===== config.mk =====
export PLATFORM = sky130hd
export DESIGN_NAME = keyboard_note_encoder_flat
export DESIGN_NICKNAME = d
export VERILOG_FILES = /design/src/rtl/keyboard_note_if.sv /design/src/rtl/keyboard_note_encoder.sv /design/src/flat_wrapper.sv
export SDC_FILE = /design/constraint.sdc
export NUM_CORES = 1
export LEC_CHECK = 0
export BUFFER_PORTS_ARGS = -buffer_cell sky130_fd_sc_hd__clkbuf_2
export CAP_MARGIN = 25
export CORE_ASPECT_RATIO = 0.9
export CORE_MARGIN = 2
export CORE_UTILIZATION = 40
export CTS_BUF_LIST = sky130_fd_sc_hd__clkbuf_8
export DETAILED_ROUTE_END_ITERATION = 7
export PLACE_DENSITY = 0.64
export SLEW_MARGIN = 20
export SYNTH_ARGS = -nofsm -noshare
export SYNTH_HDL_FRONTEND = slang
export SYNTH_SLANG_ARGS = --single-unit

===== constraint.sdc =====
create_clock -name clk -period 6.5 [get_ports clk]
set_input_delay 0 -clock clk [delete_from_list [all_inputs] [get_ports clk]]
set_output_delay 0 -clock clk [all_outputs]
set_load 0.02 [all_outputs]

===== src/rtl/keyboard_note_if.sv =====
// Note interface between the PS/2 byte receiver, the note encoder and the
// display/tone consumers. The encoder side drives the 16-bit delay value,
// the note index and the change strobe. It receives scan-code bytes.
interface keyboard_note_if;
    logic [7:0]  rx_data;
    logic        rx_valid;
    logic [15:0] delay;
    logic [4:0]  note_index;
    logic        note_changed;

    // encoder side: consumes scan-code bytes, produces the note
    modport master (
        input  rx_data,
        input  rx_valid,
        output delay,
        output note_index,
        output note_changed
    );

    // receiver / consumer side
    modport slave (
        output rx_data,
        output rx_valid,
        input  delay,
        input  note_index,
        input  note_changed
    );
endinterface


===== src/rtl/keyboard_note_encoder.sv =====
// Turns PS/2 Set-2 scan-code bytes into the currently sounding note.
// It tracks the F0 (break) and E0 (extended) prefixes.
// The last-pressed mapped key wins. Releasing that key silences the output.
// A prefix left waiting too long is abandoned so that a lost byte cannot wedge the decoder.
module keyboard_note_encoder #(
    parameter int TIMEOUT_CYCLES = 2000000
) (
    input  logic               clk,
    input  logic               reset,
    keyboard_note_if.master    note_bus
);

    typedef enum logic [1:0] {
        IDLE    = 2'd0,
        BRK     = 2'd1,
        EXT     = 2'd2,
        EXT_BRK = 2'd3
    } state_t;

    localparam int CNT_W = (TIMEOUT_CYCLES > 2) ? $clog2(TIMEOUT_CYCLES) : 1;
    localparam logic [CNT_W-1:0] CNT_LAST = CNT_W'(TIMEOUT_CYCLES - 1);

    localparam logic [7:0]  CODE_BREAK = 8'hF0;
    localparam logic [7:0]  CODE_EXT   = 8'hE0;
    localparam logic [4:0]  NO_NOTE    = 5'd31;

    // Scan code -> {hit, note index, half-period delay}; misses return the "no note" pair.
    function automatic logic [21:0] key_lookup(input logic [7:0] code);
        logic [21:0] res;
        case (code)
            8'h1A:   res = {1'b1, 5'd0,  16'd23889};
            8'h1B:   res = {1'b1, 5'd1,  16'd22548};
            8'h22:   res = {1'b1, 5'd2,  16'd21283};
            8'h23:   res = {1'b1, 5'd3,  16'd20088};
            8'h21:   res = {1'b1, 5'd4,  16'd18961};
            8'h2A:   res = {1'b1, 5'd5,  16'd17897};
            8'h34:   res = {1'b1, 5'd6,  16'd16892};
            8'h3A:   res = {1'b1, 5'd7,  16'd15944};
            8'h3B:   res = {1'b1, 5'd8,  16'd15049};
            8'h41:   res = {1'b1, 5'd9,  16'd14205};
            8'h42:   res = {1'b1, 5'd10, 16'd13407};
            8'h49:   res = {1'b1, 5'd11, 16'd12655};
            8'h15:   res = {1'b1, 5'd12, 16'd47778};
            8'h1E:   res = {1'b1, 5'd13, 16'd45096};
            8'h1D:   res = {1'b1, 5'd14, 16'd42566};
            8'h26:   res = {1'b1, 5'd15, 16'd40176};
            8'h24:   res = {1'b1, 5'd16, 16'd37922};
            8'h2D:   res = {1'b1, 5'd17, 16'd35794};
            8'h2E:   res = {1'b1, 5'd18, 16'd33784};
            8'h3C:   res = {1'b1, 5'd19, 16'd31888};
            8'h3D:   res = {1'b1, 5'd20, 16'd30098};
            8'h43:   res = {1'b1, 5'd21, 16'd28410};
            8'h3E:   res = {1'b1, 5'd22, 16'd26814};
            8'h44:   res = {1'b1, 5'd23, 16'd25310};
            default: res = {1'b0, 5'd31, 16'd0};
        endcase
        return res;
    endfunction

    state_t            state_r, state_next_s;
    logic [CNT_W-1:0]  cnt_r, cnt_next_s;
    logic [15:0]       delay_r, delay_next_s;
    logic [4:0]        index_r, index_next_s;
    logic              changed_r, changed_next_s;

    logic [21:0]       key_s;
    logic              key_hit_s;
    logic [4:0]        key_index_s;
    logic [15:0]       key_delay_s;

    assign key_s       = key_lookup(note_bus.rx_data);
    assign key_hit_s   = key_s[21];
    assign key_index_s = key_s[20:16];
    assign key_delay_s = key_s[15:0];

    // Decide the next prefix state, timeout count and note from this cycle's byte.
    always_comb begin
        state_next_s   = state_r;
        cnt_next_s     = cnt_r;
        delay_next_s   = delay_r;
        index_next_s   = index_r;
        changed_next_s = 1'b0;
        if (note_bus.rx_valid) begin
            // a byte always wins over a timeout expiring in the same cycle
            cnt_next_s = '0;
            case (state_r)
                IDLE: begin
                    if (note_bus.rx_data == CODE_BREAK) begin
                        state_next_s = BRK;
                    end else if (note_bus.rx_data == CODE_EXT) begin
                        state_next_s = EXT;
                    end else if (key_hit_s && (key_index_s != index_r)) begin
                        // new mapped key; a typematic repeat of the current key matches and is skipped
                        delay_next_s   = key_delay_s;
                        index_next_s   = key_index_s;
                        changed_next_s = 1'b1;
                    end else begin
                        state_next_s = IDLE;
                    end
                end
                BRK: begin
                    state_next_s = IDLE;
                    if (key_hit_s && (key_index_s == index_r)) begin
                        delay_next_s   = 16'd0;
                        index_next_s   = NO_NOTE;
                        changed_next_s = 1'b1;
                    end else begin
                        changed_next_s = 1'b0;
                    end
                end
                EXT: begin
                    if (note_bus.rx_data == CODE_BREAK) begin
                        state_next_s = EXT_BRK;
                    end else begin
                        state_next_s = IDLE;
                    end
                end
                EXT_BRK: state_next_s = IDLE;
                default: state_next_s = IDLE;
            endcase
        end else begin
            case (state_r)
                IDLE: cnt_next_s = '0;
                BRK, EXT, EXT_BRK: begin
                    if (cnt_r == CNT_LAST) begin
                        state_next_s = IDLE;
                        cnt_next_s   = '0;
                    end else begin
                        cnt_next_s = cnt_r + 1'b1;
                    end
                end
                default: begin
                    state_next_s = IDLE;
                    cnt_next_s   = '0;
                end
            endcase
        end
    end

    // State, timeout counter and registered note outputs.
    always_ff @(posedge clk) begin
        if (reset) begin
            state_r   <= IDLE;
            cnt_r     <= '0;
            delay_r   <= 16'd0;
            index_r   <= NO_NOTE;
            changed_r <= 1'b0;
        end else begin
            state_r   <= state_next_s;
            cnt_r     <= cnt_next_s;
            delay_r   <= delay_next_s;
            index_r   <= index_next_s;
            changed_r <= changed_next_s;
        end
    end

    assign note_bus.delay        = delay_r;
    assign note_bus.note_index   = index_r;
    assign note_bus.note_changed = changed_r;

endmodule


===== src/flat_wrapper.sv =====
// flat-port wrapper written by rule: the top's interface ports become plain ports
module keyboard_note_encoder_flat 
#(
    parameter int TIMEOUT_CYCLES = 2000000
)
  (clk, reset, note_bus_rx_data, note_bus_rx_valid, note_bus_delay, note_bus_note_index, note_bus_note_changed);
  keyboard_note_if note_bus_i ();
  input  logic clk;
  input  logic reset;
  input wire logic [$bits(note_bus_i.rx_data)-1:0] note_bus_rx_data;
  input wire logic [$bits(note_bus_i.rx_valid)-1:0] note_bus_rx_valid;
  output wire logic [$bits(note_bus_i.delay)-1:0] note_bus_delay;
  output wire logic [$bits(note_bus_i.note_index)-1:0] note_bus_note_index;
  output wire logic [$bits(note_bus_i.note_changed)-1:0] note_bus_note_changed;
  assign note_bus_i.rx_data = note_bus_rx_data;
  assign note_bus_i.rx_valid = note_bus_rx_valid;
  assign note_bus_delay = note_bus_i.delay;
  assign note_bus_note_index = note_bus_i.note_index;
  assign note_bus_note_changed = note_bus_i.note_changed;
  keyboard_note_encoder #(.TIMEOUT_CYCLES(TIMEOUT_CYCLES)) u_core (.clk(clk), .reset(reset), .note_bus(note_bus_i));
endmodule

## After elaboration in Yosys (flattened, before gate mapping)

Cells that the tools add are included.

- Output and inout bits: 22
- Input bits: 11
- Bits in registers: 45

- Bitwise logic cells: 1
- Eq/ne operators: 37
- Muxes and demuxes: 26
- Reduce and logical (&&, ||, !) cells: 12
- Add/sub/neg operators: 1

Operator list:

| kind | count |
|---|---|
| one-hot mux 22 bit (24 select lines) | 1 |
| equality test 8 x 6 -> 1 bit (second input constant) | 14 |
| 2-to-1 mux 16 bit | 4 |
| one-hot mux 21 bit (2 select lines) | 1 |
| equality test 8 x 5 -> 1 bit (second input constant) | 5 |
| equality test 8 x 7 -> 1 bit (second input constant) | 5 |
| one-hot mux 16 bit (2 select lines) | 1 |
| adder 21 x 1 -> 21 bit (second input constant) | 1 |
| equality test 21 bit (second input constant) | 1 |
| 2-to-1 mux 21 bit | 1 |
| 2-to-1 mux 5 bit | 4 |
| equality test 8 bit (second input constant) | 2 |
| 2-to-1 mux 2 bit | 7 |
| one-hot mux 5 bit (2 select lines) | 1 |
| one-hot mux 2 bit (3 select lines) | 1 |
| AND reduction 6 bit | 1 |
| nonzero test 2 bit | 3 |
| OR reduction 2 bit | 3 |
| equality test 5 bit | 1 |
| inequality test 5 x 4 -> 1 bit (second input constant) | 1 |
| inequality test 5 bit | 1 |
| equality test 2 bit (second input constant) | 2 |
| 2-to-1 mux 1 bit | 4 |
| inequality test 2 x 1 -> 1 bit (second input constant) | 2 |
| other kinds (8) | 10 |

## Depth between registers and ports, before layout

- Depth after elaboration: 9
- Mapped depth: 13

## Least setup slack after synthesis

No wires, ideal clock.

- Kind: input to register
- From: input port note_bus_rx_data[1]
- To: register u_core.index_r[1], in the netlist u_core.note_bus.note_index[1]
- Path buffers: 2
- Cell stages on the path: 11
- Slack: 3.882 ns
- Arrival: 2.473 ns
- Data required time: 6.355 ns
- Path through: buf_6 -> or4b_1 -> a211oi_1 -> nor4_1 -> and3_1 -> or3_1 -> a221oi_2 -> a2111oi_2 -> nor3b_4 -> buf_6 -> a22oi_1

- Word-level cells in the longest chain between the ends: 6
- Elaborated cells between the ends (all ways): 40
- Classes of those cells: 32 x eq/ne; 5 x mux; 3 x reduce/logical

RTL lines:

| item | line | text |
|---|---|---|
| start: declaration | flat_wrapper.sv:10 | `input wire logic [$bits(note_bus_i.rx_data)-1:0] note_bus_rx_data;` |
| equality test 8 x 7 -> 1 bit (tied with other cells) | keyboard_note_encoder.sv:30 | `case (code)` |
| one-hot mux 22 bit (24 select lines) | keyboard_note_encoder.sv:30 |  |
| equality test 5 bit (tied with other cells) | keyboard_note_encoder.sv:103 | `if (key_hit_s && (key_index_s == index_r)) begin` |
| logical AND 1 bit (tied with other cells) | keyboard_note_encoder.sv:103 |  |
| inequality test 2 x 1 -> 1 bit (no line) / 2-to-1 mux 5 bit (equally long branches) | - |  |
| AND reduction 6 bit (no line) / one-hot mux 5 bit (2 select lines) (equally long branches) | - |  |
| end signal: assignment | keyboard_note_encoder.sv:152 | `index_r <= index_next_s;` |
| end: declaration | keyboard_note_encoder.sv:63 | `logic [4:0] index_r, index_next_s;` |

Parallel ways exist; a longest one is shown, timed or not. The select of a mux whose other input is x is not followed.
A chain may end at the register's enable or synchronous reset.

## Worst setup path after layout

- From: input port note_bus_rx_data[0]
- To: register u_core.index_r[3], in the netlist u_core.note_bus.note_index[3]

Same word-level chain as after synthesis.

==> metrics.csv <==
stage;metric;value;unit
global_routing;gr usage total;20.50;%
floorplanning;I/O pins;33;
cells_and_area;FF/Latch Area;900.9;um2
global_routing;pin count of the biggest net entering global routing;39;
clock_tree;hold buffer count at cts;1;
power;Power Total;0.5974;mW
worst_setup_path;Worst Setup Start Kind;primary input;
floorplanning;full die area;8701;um2
cells_and_area;fillcell total;800;
cells_and_area;most common cell after layout, fill and taps aside;nor2_1;
power;peak supply drop;93.54;uV
clock_tree;post-CTS setup buffer count;0;
cells_and_area;most frequent cells in the layout;nor2_1, dfxtp_1, nand2_1;
cells_and_area;# diodes;0;
clock_tree;CTS root buffer;clkbuf_8;
worst_setup_path;Crit. path cell count;10;
sta;fin crit period;3.535;ns
clock_tree;clk sinks;45;
global_routing;antenna violations before repair;0;
sta;max-slew violations;0;
worst_setup_path;FF-to-FF path depth;5;
synthesis;most area-consuming cells after synthesis;dfxtp_1, nor2_1, nand2_1, o2bb2ai_2, a21oi_1;
worst_setup_path;CP endpoint kind;register;
worst_setup_path;CP top delay family;simple AND/OR/NAND/NOR gates;
worst_setup_path;Worst EP required;6.65;ns
worst_setup_path;WP buf/inv;1;
synthesis;most common flop cell mapped by yosys;dfxtp_1;
synthesis;post-synth cell types;68;
synthesis;Avg Cell Area, Syn;7.738;um2
worst_setup_path;WP data arrival;3.68;ns
power;Leak;1.189;nW
worst_setup_path;CP max stage cell;nor3b_4;
global_routing;vias in the first global route;2835;
sta;Post-Route Skew;0.009137;ns
clock_tree;TritonCTS Buffers;5;
floorplanning;Initial Utilization;41.84;%
floorplanning;DIE HEIGHT;88.70;um
synthesis;Post-Syn Area;3188;um2
routing;drt first pass iters;5;
placement;HPWL reported at the end of detailed placement;6365;um
worst_hold_path;min-delay worst type;in2reg;
sta;RSZ-0062 raised after global routing;false;
sta;fmax;282.9;MHz
power;PD cells;174.8;nW/um2
sta;Final TNS setup;0;ns
routing;DR iter-0 viols;414;
clock_tree;Post-CTS Resized;0;
placement;GP Congestion;0.9434;
run;Max-Cap Viols;0;
routing;ANT nets after route;0;
sta;Final Cycle Share;54.38;%
synthesis;Async SR Flop Fraction;0;%
worst_setup_path;CP max stage delay;0.81;ns
synthesis;Seq/Total Area, Yosys;28.26;%
clock_tree;CTS tree;done;
synthesis;Yosys warnings;0;
synthesis;number of synthesized flops with an enable pin;0;
sta;# setup viols final;0;
sta;Slew HR;36.06;%
worst_setup_path;critical path, cell by cell;clkbuf_2 > or4b_1 > a211oi_1 > nor4_1 > and3_1 > or3_1 > a221oi_2 > a2111oi_2 > nor3b_4 > a22oi_1;
global_routing;first-pass GRT wire length;14460;um
floorplanning;core area;7620;um2
worst_setup_path;critical path class;in2reg;
cells_and_area;synth-to-layout area growth;7.182;%
synthesis;Yosys top cell area share;28.26;%
clock_tree;CTS clk-pin slew, worst paths;0.09;ns
routing;Vias/cell;6.116;
routing;Remaining DRCs;0;
synthesis;largest area contributor in the netlist;dfxtp_1;
placement;PortBufs;32;
cells_and_area;combined area of the multi-input logic cells;2054;um2
clock_tree;clock latency on the worst-skew pair;0.30;ns
status;status;finished clean;
routing;WL per Instance;17.08;um
sta;worst slew pin tran;0.9581;ns
synthesis;Post-Synthesis Net Count;424;
sta;final-report hold violation count;0;
clock_tree;H-tree levels;2;
global_routing;Overflow after GRT;0;
worst_hold_path;Hold Path Stages;3;
cells_and_area;layout cells sized above 1;15.17;%
routing;Vias;3168;
floorplanning;DIE WIDTH;98.11;um
clock_tree;clock buffer depth;2;
synthesis;flops & latches, synth;45;
routing;Routed WL;8845;um
floorplanning;Std-Cell Rows;30;
synthesis;post-synthesis instance total;412;
cells_and_area;Final #Nets;433;
worst_setup_path;crit-path max FO;37;
-- path summary, 6_finish.rpt --
| check | startpoint | to | slack, ns |
|---|---|---|---|
| worst max-delay path | note_bus_rx_data[0] | u_core.note_bus.note_index[3] | 2.97 |
| worst min-delay path | note_bus_rx_valid | u_core.state_r[1] | 0.07 |
| worst max register to register | u_core.note_bus.note_index[2] | u_core.note_bus.note_index[3] | 4.09 |
| worst min register to register | u_core.cnt_r[0] | u_core.cnt_r[0] | 0.48 |
-- kinds of logic (layout without fill, tap and decap cells) --
group,after synthesis,in the layout,share of synthesized area (%)
AO/OA/AOI/OAI,105,105,25.79
flip-flops,45,45,28.26
XOR/XNOR,18,18,4.945
AND/OR/NAND/NOR,195,195,32.38
adder cells (fa/ha/maj),1,1,0.3924
multiplexers,3,3,0.9420
buffers and inverters,45,55,7.299
-- layout make-up --
type,count,share of cell area (%)
multi-input cells,322,60.12
flip-flops and latches,45,26.36
repair buffers,33,4.980
well taps,96,3.515
clock buffers,5,2.014
inverters,14,1.538
clock inverters,3,1.465
-- metal layers --
layer  track usage, %  up-vias  share of wire [%]
li1                 -     1523                  -
met2            30.70      154                 42
met1            29.41     1479                 47
met4            5.429        0                1.2
met3            5.213       12                9.1
met5                0        -                  0
-- worst reg2reg max path, stage by stage, from the launching register on --
cell and delay (ns):
dfxtp_1 0.35, or3_1 0.39, a221oi_2 0.37, a2111oi_2 0.15
nor3b_4 0.81, a22oi_1 0.19
-- cell usage after synthesis (3+ instances only) --
cell type and instances:
a21oi_1 21, or3_1 10, and3_1 4, or4b_1 5, nand4b_1 3, a211oi_1 4
nor3_1 8, buf_6 6, o21ai_0 17, o211ai_1 3, mux2i_1 3, xor2_1 7
nor4_1 6, nand3b_1 4, o2bb2ai_2 8, dfxtp_1 45, and2_1 3, a22oi_1 5
xnor2_1 11, nand4_1 4, nand2b_1 7, o22ai_1 7, or2_2 6, nand2_1 36
o32ai_1 6, a31oi_1 3, nor2_1 60, nand3_1 18, a22o_1 7, inv_1 14
clkbuf_1 12, buf_1 4, nor3b_1 5, buf_2 6, or3b_1 3, buf_4 3
-- flip-flops by register name, summed over array words and instances (netlist names) --
name	flops
u_core.note_bus.note_index	5
u_core.note_bus.note_changed	1
u_core.note_bus.delay	16
u_core.state_r	2
u_core.cnt_r	21
-- through the flow --
step	utilization [%]	hold WS, ns	setup slack (ns)	instances	cell area [um2]
floorplan	-	0.06907	3.882	412	3188
global placement	43.15	0.2658	2.718	509	3288
detailed placement	43.15	0.2760	2.719	509	3288
CTS	44.84	0.07352	3.014	518	3417
global route	44.84	0.09515	2.682	518	3417
finish	44.84	0.07167	2.965	518	3417
-- power breakdown --
part	switching (mW)	internal, mW	total [mW]
registers	0.00306	0.279	0.282
logic	0.0632	0.0290	0.0923
clock network	0.106	0.118	0.223
total	0.172	0.426	0.597
(Power assumes the default switching activity.)
